`src/rtl/cofactor_pkg.sv`:
```
// Shared types and sizing for the cofactor sequencer: FSM states, row payload, mux source select.
package cofactor_pkg;

   localparam int unsigned NUM_QUBIT  = 3;
   localparam int unsigned NUM_ROWS   = NUM_QUBIT;
   localparam int unsigned MAX_ROUNDS = 4;
   localparam int unsigned LIT_W      = 2 * NUM_QUBIT;
   localparam int unsigned PH_W       = 2 ** NUM_QUBIT;

   // Bits needed to hold the value n itself.
   function automatic int unsigned cnt_w(input int unsigned n);
      return (n < 1) ? 1 : $clog2(n + 1);
   endfunction

   // Bits needed to index n items.
   function automatic int unsigned idx_w(input int unsigned n);
      return (n < 2) ? 1 : $clog2(n);
   endfunction

   localparam int unsigned RND_W = cnt_w(MAX_ROUNDS);
   localparam int unsigned IDX_W = idx_w(MAX_ROUNDS);
   localparam int unsigned CNT_W = cnt_w(NUM_ROWS);

   typedef enum logic [2:0] {
      ST_IDLE,
      ST_EXT,
      ST_ALPHA,
      ST_CANON,
      ST_DONE
   } state_e;

   typedef enum logic [1:0] {
      SRC_NONE,
      SRC_EXT,
      SRC_COF,
      SRC_CAN
   } src_e;

   typedef struct packed {
      logic [LIT_W-1:0] lit;
      logic [PH_W-1:0]  phase;
   } row_t;

   localparam row_t ROW_ZERO = '0;

endpackage

```
`src/rtl/row_mux3.sv`:
```
// Zero-latency row-stream selector: picks one of three sources, or drives an all-zero stream.
module row_mux3
   import cofactor_pkg::*;
(
   input  src_e       sel_i,
   input  logic       ext_valid_i,
   input  row_t       ext_row_i,
   input  logic       cof_valid_i,
   input  row_t       cof_row_i,
   input  logic       can_valid_i,
   input  row_t       can_row_i,
   output logic       valid_c_o,
   output row_t       row_c_o
);

   always_comb begin
      valid_c_o = 1'b0;
      row_c_o   = ROW_ZERO;
      case (sel_i)
         SRC_EXT: begin
            valid_c_o = ext_valid_i;
            row_c_o   = ext_row_i;
         end
         SRC_COF: begin
            valid_c_o = cof_valid_i;
            row_c_o   = cof_row_i;
         end
         SRC_CAN: begin
            valid_c_o = can_valid_i;
            row_c_o   = can_row_i;
         end
         default: ;
      endcase
   end

endmodule

```
`src/rtl/cofactor_sequencer.sv`:
```
// Multi-round cofactor control: sequences rounds per start command and routes row streams
// between the external source, the cofactor unit and the canonical-reduction unit.
module cofactor_sequencer
   import cofactor_pkg::*;
(
   input  logic                  clk,
   input  logic                  rst,
   input  logic                  start,
   input  logic [RND_W-1:0]      cfg_rounds,
   input  logic                  abort,
   input  logic                  ext_valid,
   input  logic [LIT_W-1:0]      ext_lit,
   input  logic [PH_W-1:0]       ext_phase,
   input  logic                  valid_P,
   input  logic                  cof_valid_out,
   input  logic [LIT_W-1:0]      cof_lit_out,
   input  logic [PH_W-1:0]       cof_phase_out,
   input  logic                  cof_valid_flag,
   input  logic                  cof_flag_anticommute,
   input  logic                  can_valid_out,
   input  logic [LIT_W-1:0]      can_lit_out,
   input  logic [PH_W-1:0]       can_phase_out,
   output logic                  cof_valid_in,
   output logic [LIT_W-1:0]      cof_lit_in,
   output logic [PH_W-1:0]       cof_phase_in,
   output logic                  cof_valid_P,
   output logic                  can_valid_in,
   output logic [LIT_W-1:0]      can_lit_in,
   output logic [PH_W-1:0]       can_phase_in,
   output logic                  out_valid,
   output logic [LIT_W-1:0]      out_lit,
   output logic [PH_W-1:0]       out_phase,
   output logic                  busy,
   output logic                  done,
   output logic [MAX_ROUNDS-1:0] branch_mask,
   output logic [IDX_W-1:0]      round_idx,
   output logic                  err_proto
);

   state_e                state_q, state_d;
   logic [RND_W-1:0]      rounds_q, rounds_d;
   logic [IDX_W-1:0]      round_idx_q, round_idx_d;
   logic [MAX_ROUNDS-1:0] mask_q, mask_d;
   logic [CNT_W-1:0]      row_cnt_q, row_cnt_d;
   logic                  err_q, err_d;

   logic [RND_W-1:0]      rounds_eff;
   logic                  last_round;
   logic                  round_done;
   logic                  valid_p_c;
   src_e                  cof_sel, can_sel, out_sel;
   row_t                  ext_row, cof_row, can_row;
   row_t                  cof_in_row, can_in_row, out_row;

   assign ext_row = '{lit: ext_lit, phase: ext_phase};
   assign cof_row = '{lit: cof_lit_out, phase: cof_phase_out};
   assign can_row = '{lit: can_lit_out, phase: can_phase_out};

   // Zero requests still run one round; oversize requests saturate at the round capacity.
   always_comb begin
      if (cfg_rounds == '0) begin
         rounds_eff = RND_W'(1);
      end else if (cfg_rounds > RND_W'(MAX_ROUNDS)) begin
         rounds_eff = RND_W'(MAX_ROUNDS);
      end else begin
         rounds_eff = cfg_rounds;
      end
   end

   assign last_round = (RND_W'(round_idx_q) == (rounds_q - RND_W'(1)));

   always_ff @(posedge clk or posedge rst) begin
      if (rst) begin
         state_q     <= ST_IDLE;
         rounds_q    <= '0;
         round_idx_q <= '0;
         mask_q      <= '0;
         row_cnt_q   <= '0;
         err_q       <= 1'b0;
      end else begin
         state_q     <= state_d;
         rounds_q    <= rounds_d;
         round_idx_q <= round_idx_d;
         mask_q      <= mask_d;
         row_cnt_q   <= row_cnt_d;
         err_q       <= err_d;
      end
   end

   always_comb begin
      state_d     = state_q;
      rounds_d    = rounds_q;
      round_idx_d = round_idx_q;
      mask_d      = mask_q;
      row_cnt_d   = row_cnt_q;
      err_d       = err_q;
      round_done  = 1'b0;
      valid_p_c   = 1'b0;
      cof_sel     = SRC_NONE;
      can_sel     = SRC_NONE;
      out_sel     = SRC_NONE;

      case (state_q)
         ST_IDLE: begin
            if (start) begin
               rounds_d    = rounds_eff;
               round_idx_d = '0;
               mask_d      = '0;
               row_cnt_d   = '0;
               err_d       = 1'b0;
               state_d     = ST_EXT;
            end else if (cof_valid_flag) begin
               err_d = 1'b1;
            end
         end
         ST_EXT: begin
            cof_sel   = SRC_EXT;
            out_sel   = SRC_COF;
            valid_p_c = valid_P;
            if (cof_valid_flag) begin
               if (cof_flag_anticommute) begin
                  mask_d[round_idx_q] = 1'b1;
                  row_cnt_d           = '0;
                  state_d             = ST_ALPHA;
               end else begin
                  round_done = 1'b1;
               end
            end
         end
         ST_ALPHA: begin
            can_sel = SRC_COF;
            if (cof_valid_flag) begin
               err_d = 1'b1;
            end
            // The beat that completes the stream is counted before moving on.
            if (cof_valid_out) begin
               if (row_cnt_q == CNT_W'(NUM_ROWS - 1)) begin
                  row_cnt_d = '0;
                  state_d   = ST_CANON;
               end else begin
                  row_cnt_d = row_cnt_q + CNT_W'(1);
               end
            end
         end
         ST_CANON: begin
            cof_sel   = SRC_CAN;
            valid_p_c = valid_P;
            if (cof_valid_flag) begin
               err_d = 1'b1;
            end
            if (can_valid_out && (row_cnt_q != CNT_W'(NUM_ROWS))) begin
               row_cnt_d = row_cnt_q + CNT_W'(1);
            end
            if (valid_P) begin
               if (row_cnt_q == CNT_W'(NUM_ROWS)) begin
                  round_done = 1'b1;
               end else begin
                  err_d = 1'b1;
               end
            end
         end
         ST_DONE: begin
            if (cof_valid_flag) begin
               err_d = 1'b1;
            end
            state_d = ST_IDLE;
         end
         default: state_d = ST_IDLE;
      endcase

      if (round_done) begin
         if (last_round) begin
            state_d = ST_DONE;
         end else begin
            round_idx_d = round_idx_q + IDX_W'(1);
            state_d     = ST_EXT;
         end
      end

      // Abort freezes all bookkeeping and only returns to idle.
      if (abort && (state_q != ST_IDLE)) begin
         state_d     = ST_IDLE;
         rounds_d    = rounds_q;
         round_idx_d = round_idx_q;
         mask_d      = mask_q;
         row_cnt_d   = row_cnt_q;
         err_d       = err_q;
      end
   end

   row_mux3 u_cof_in_mux (
      .sel_i       (cof_sel),
      .ext_valid_i (ext_valid),
      .ext_row_i   (ext_row),
      .cof_valid_i (cof_valid_out),
      .cof_row_i   (cof_row),
      .can_valid_i (can_valid_out),
      .can_row_i   (can_row),
      .valid_c_o   (cof_valid_in),
      .row_c_o     (cof_in_row)
   );

   row_mux3 u_can_in_mux (
      .sel_i       (can_sel),
      .ext_valid_i (ext_valid),
      .ext_row_i   (ext_row),
      .cof_valid_i (cof_valid_out),
      .cof_row_i   (cof_row),
      .can_valid_i (can_valid_out),
      .can_row_i   (can_row),
      .valid_c_o   (can_valid_in),
      .row_c_o     (can_in_row)
   );

   row_mux3 u_out_mux (
      .sel_i       (out_sel),
      .ext_valid_i (ext_valid),
      .ext_row_i   (ext_row),
      .cof_valid_i (cof_valid_out),
      .cof_row_i   (cof_row),
      .can_valid_i (can_valid_out),
      .can_row_i   (can_row),
      .valid_c_o   (out_valid),
      .row_c_o     (out_row)
   );

   assign cof_lit_in   = cof_in_row.lit;
   assign cof_phase_in = cof_in_row.phase;
   assign can_lit_in   = can_in_row.lit;
   assign can_phase_in = can_in_row.phase;
   assign out_lit      = out_row.lit;
   assign out_phase    = out_row.phase;

   assign cof_valid_P = valid_p_c;
   assign busy        = (state_q != ST_IDLE);
   assign done        = (state_q == ST_DONE);
   assign branch_mask = mask_q;
   assign round_idx   = round_idx_q;
   assign err_proto   = err_q;

endmodule

```
`config.mk`:
```
export PLATFORM = sky130hd
export DESIGN_NAME = cofactor_sequencer
export DESIGN_NICKNAME = d
export VERILOG_FILES = /design/src/rtl/cofactor_pkg.sv /design/src/rtl/row_mux3.sv /design/src/rtl/cofactor_sequencer.sv
export SDC_FILE = /design/constraint.sdc
export NUM_CORES = 1
export LEC_CHECK = 0
export BUFFER_PORTS_ARGS = -buffer_cell sky130_fd_sc_hd__buf_2
export CORE_MARGIN = 2
export CORE_UTILIZATION = 32
export CTS_CLUSTER_DIAMETER = 30
export CTS_CLUSTER_SIZE = 25
export DETAILED_ROUTE_END_ITERATION = 6
export SLEW_MARGIN = 10
export SYNTH_ARGS = -nofsm -noshare
export SYNTH_HDL_FRONTEND = slang
export SYNTH_HIERARCHICAL = 1
export SYNTH_SLANG_ARGS = --single-unit
```
`constraint.sdc`:
```
create_clock -name clk -period 1.94 [get_ports clk]
set_clock_uncertainty 0.15 [all_clocks]
set_input_delay 0.291 -clock clk [delete_from_list [all_inputs] [get_ports clk]]
set_output_delay 0.291 -clock clk [all_outputs]
set_load 0.1 [all_outputs]
```
==> impl_metrics.tcl <==
set metrics [dict create \
    worst_pin_slew_ns 0.6305 \
    synthToLayoutAreaGrowth_pct 100.3 \
    grt_use_total 0.2018 \
    drc 0 \
    synthCells 218 \
    drive_above_1_share 0.7690 \
    min_to "rounds_q[2]" \
    yosysWarnings 6 \
    cp_common_cell "buf_12" \
    crit_chain "and3b_2, buf_12, mux2_4, a22o_4, buf_12" \
    yosysUniqueCellTypes 44 \
    synth_seq_cells 15 \
    fin_ws_ns -0.3777 \
    ir_worst_vdd_v 0.001367 \
    drtAntennaViolNets 0 \
    final_core_util 0.6634 \
    start_util 0.3311 \
    arrival_ns 1.88 \
    start_kind "register" \
    avgSynthCellArea_sq_um 10.32 \
    reg2reg_slack_ns -0.07 \
    pre_cts_ws_ns -0.1660 \
    ioPinCount 110 \
    p_leak_nw 2.178 \
    clock.fmax_ghz 0.4315 \
    grt_first_pass_wirelength_um 12350 \
    min_period_ns 2.318 \
    crit_type "register to output pin" \
    placed_area_sq_mm 0.003970 \
    grt_max_degree 17 \
    hold_viol_final 0 \
    slowest_delay_ns 0.39 \
    antenna_found_initial 1 \
    r2r-end "round_idx[1]" \
    whs_ns 0.1011 \
    worstReg2RegStart "state_q[2]" \
    cts-root-buf "clkbuf_8" \
    grt_pass1_vias 2384 \
    via_count 2372 \
    ff_latch_area_sq_um 379.1 \
    h-tree-depth 1 \
    slew_violations 0 \
    powerDensity_mw_per_mm2 1961 \
    cts_buffers 3 \
    clkTransAtPathRegs_ns 0.07 \
    viasPerCell 5.248 \
    cts_tree "built" \
    cp-end-kind "output pin" \
    grt_overflow 0 \
    drv_cap 0 \
    die-area_sq_mm 0.007717 \
    crit_required_ns 1.50 \
    cts_sinks 15 \
    io_buffers 109 \
    clk_latency_ns 0.26 \
    die_y_um 87.85 \
    relSlewSlack 0.5792 \
    fp-row-count 30 \
    core_area_sq_mm 0.006794 \
    rr_worst_depth 8 \
    multi_input_area_sq_mm 0.002166 \
    first_pass_iters 4 \
    netlist_area_sq_mm 0.002250 \
    status "finished with violations" \
    fin_nets 420 \
    setup_viol 51 \
    wl_per_cell_um 18.05 \
    async_flop_share 1.000 \
    place_congestion 0.7878 \
    synth_edf_count 0 \
    min_from "cfg_rounds[2]" \
    num-fill-cells 501 \
    violations "negative setup slack" \
    ys_seq_area_frac 0.1669 \
    hold_depth 3 \
    initialDrtViolationCount 80 \
    cp_slowest_cell "dfrtp_1" \
    ys.flop_type "dfrtp_1" \
    wirelength_um 8158 \
    min_path_type "primary input to register" \
    post-route-period-util 1.195 \
    clk_path_buf_depth 2 \
    design_area_sq_mm 0.004507 \
    fp.dieW_um 87.85 \
    power_w 0.008838 \
    rsz0062_at_grt "true" \
    dp_hpwl_um 5507 \
    critPathMaxFanout 8 \
]
==> sequential cells by signal, indices dropped and copies added, names as in the netlist <==
| register | flops |
|---|---|
| state_q | 3 |
| row_cnt_q | 2 |
| err_proto | 1 |
| round_idx | 2 |
| rounds_q | 3 |
| branch_mask | 4 |
==> layout by cell type (no fill, tap or decap), drive strengths merged, types with 2 or more instances in the layout <==
cell type  Yosys  routed
buf           16     148
mux2          48      48
a22o          45      45
dfrtp         15      15
nor2          10      10
ha             9       9
inv            9       9
nand2          8       8
a21oi          6       6
nor2b          5       5
clkbuf         3       5
mux2i          4       4
nand2b         4       4
nand3b         3       3
nor3b          3       3
nand3          3       3
o21ai          3       3
nor3           2       2
o22ai          2       2
or3            2       2
xor2           2       2
a31oi          2       2
conb           1       2
a311oi         2       2
and3b          2       2
and2           2       2
==> area by class of cell <==
class / count / area share
Tap cell: 96 / 0.02665
Sequential cell: 15 / 0.08412
Antenna cell: 1 / 0.0005552
Timing Repair Buffer: 151 / 0.3898
Multi-Input combinational cell: 176 / 0.4806
Clock buffer: 3 / 0.009162
Inverter: 9 / 0.008051
Clock inverter: 1 / 0.001110
==> through the flow <==
stage	TNS, ns	cells
finish	-15.16	452
global route	-16.92	452
CTS	-12.45	438
detailed placement	-1.997	420
global placement	-1.532	420
floorplan	-4.181	219
==> report_power, final <==
group / switching [W] / internal [W] / leakage [nW]
clock: 0.000130 / 0.000143 / 0.0255
sequential: 0.0000962 / 0.000437 / 0.191
combinational: 0.00465 / 0.00339 / 1.96
==> cells by family (layout without fill, tap and decap cells) <==
| logic type | after synthesis | in the layout | share of synthesized area |
|---|---|---|---|
| flip-flops | 15 | 15 | 0.1669 |
| AND/OR/NAND/NOR | 47 | 47 | 0.1379 |
| AO/OA/AOI/OAI | 63 | 63 | 0.2258 |
| XOR/XNOR | 3 | 3 | 0.01168 |
| buffers and inverters | 28 | 164 | 0.09622 |
| adder cells (fa/ha/maj) | 9 | 9 | 0.05006 |
| other | 1 | 3 | 0.001667 |
| multiplexers | 52 | 52 | 0.3098 |
==> worst max-delay path by stage <==
stage	from	end	depth (start not counted)
after global placement	state_q[2]	cof_lit_in[1]	5
after global routing	state_q[2]	cof_lit_in[1]	5
after CTS	state_q[2]	cof_lit_in[1]	5
final	state_q[2]	cof_lit_in[1]	5
after detailed placement	state_q[2]	cof_lit_in[1]	5
after floorplan	state_q[2]	can_lit_in[0]	7
==> routing by layer <==
layer  global-route usage  wire length, um
met4              0.04476               97
met3              0.05278              567
met2               0.3712             4371
met1               0.2334             3122
met5                    0                0
==> synth_stat cells (2+ instances only) <==
library cell	count	area (sq um)
xor2_1	2	17.52
a21oi_1	6	30.03
and2_1	2	12.51
mux2_4	31	465.5
buf_6	7	78.83
nor2b_4	3	41.29
a22o_1	45	394.1
nand2_1	7	26.28
nor3b_1	3	22.52
buf_2	5	25.02
nor2_1	10	37.54
nand3_1	2	10.01
mux2i_1	4	40.04
nand3b_1	3	22.52
mux2_1	2	22.52
nor2b_1	2	12.51
inv_1	9	33.78
o21ai_0	2	10.01
ha_1	9	112.6
o22ai_1	2	12.51
mux2_2	15	168.9
nand2b_1	4	25.02
clkbuf_1	3	11.26
a31oi_1	2	12.51
buf_12	3	60.06
dfrtp_1	15	375.4
a311oi_1	2	17.52
and3b_1	2	17.52
==> worst max-delay path: cells and delay by family (launching register included) <==
kind	cells	cell delay [ns]
DFF	1	0.39
and+or+nand+nor	1	0.33
buffers and inverters	2	0.33
AOI/OAI and AO/OA	1	0.25
muxes	1	0.31
==> timing repair <==
action                                  4_1_cts  5_1_grt
endpoints found under the hold margin        15        0
hold buffers                                  1        0
pin swaps                                    10        8
buffers inserted                             13       14
cloned                                        1        1
endpoints found under the setup margin       49       56
resized for setup                            31       19
Note: power is estimated with default switching activity, not from simulation.
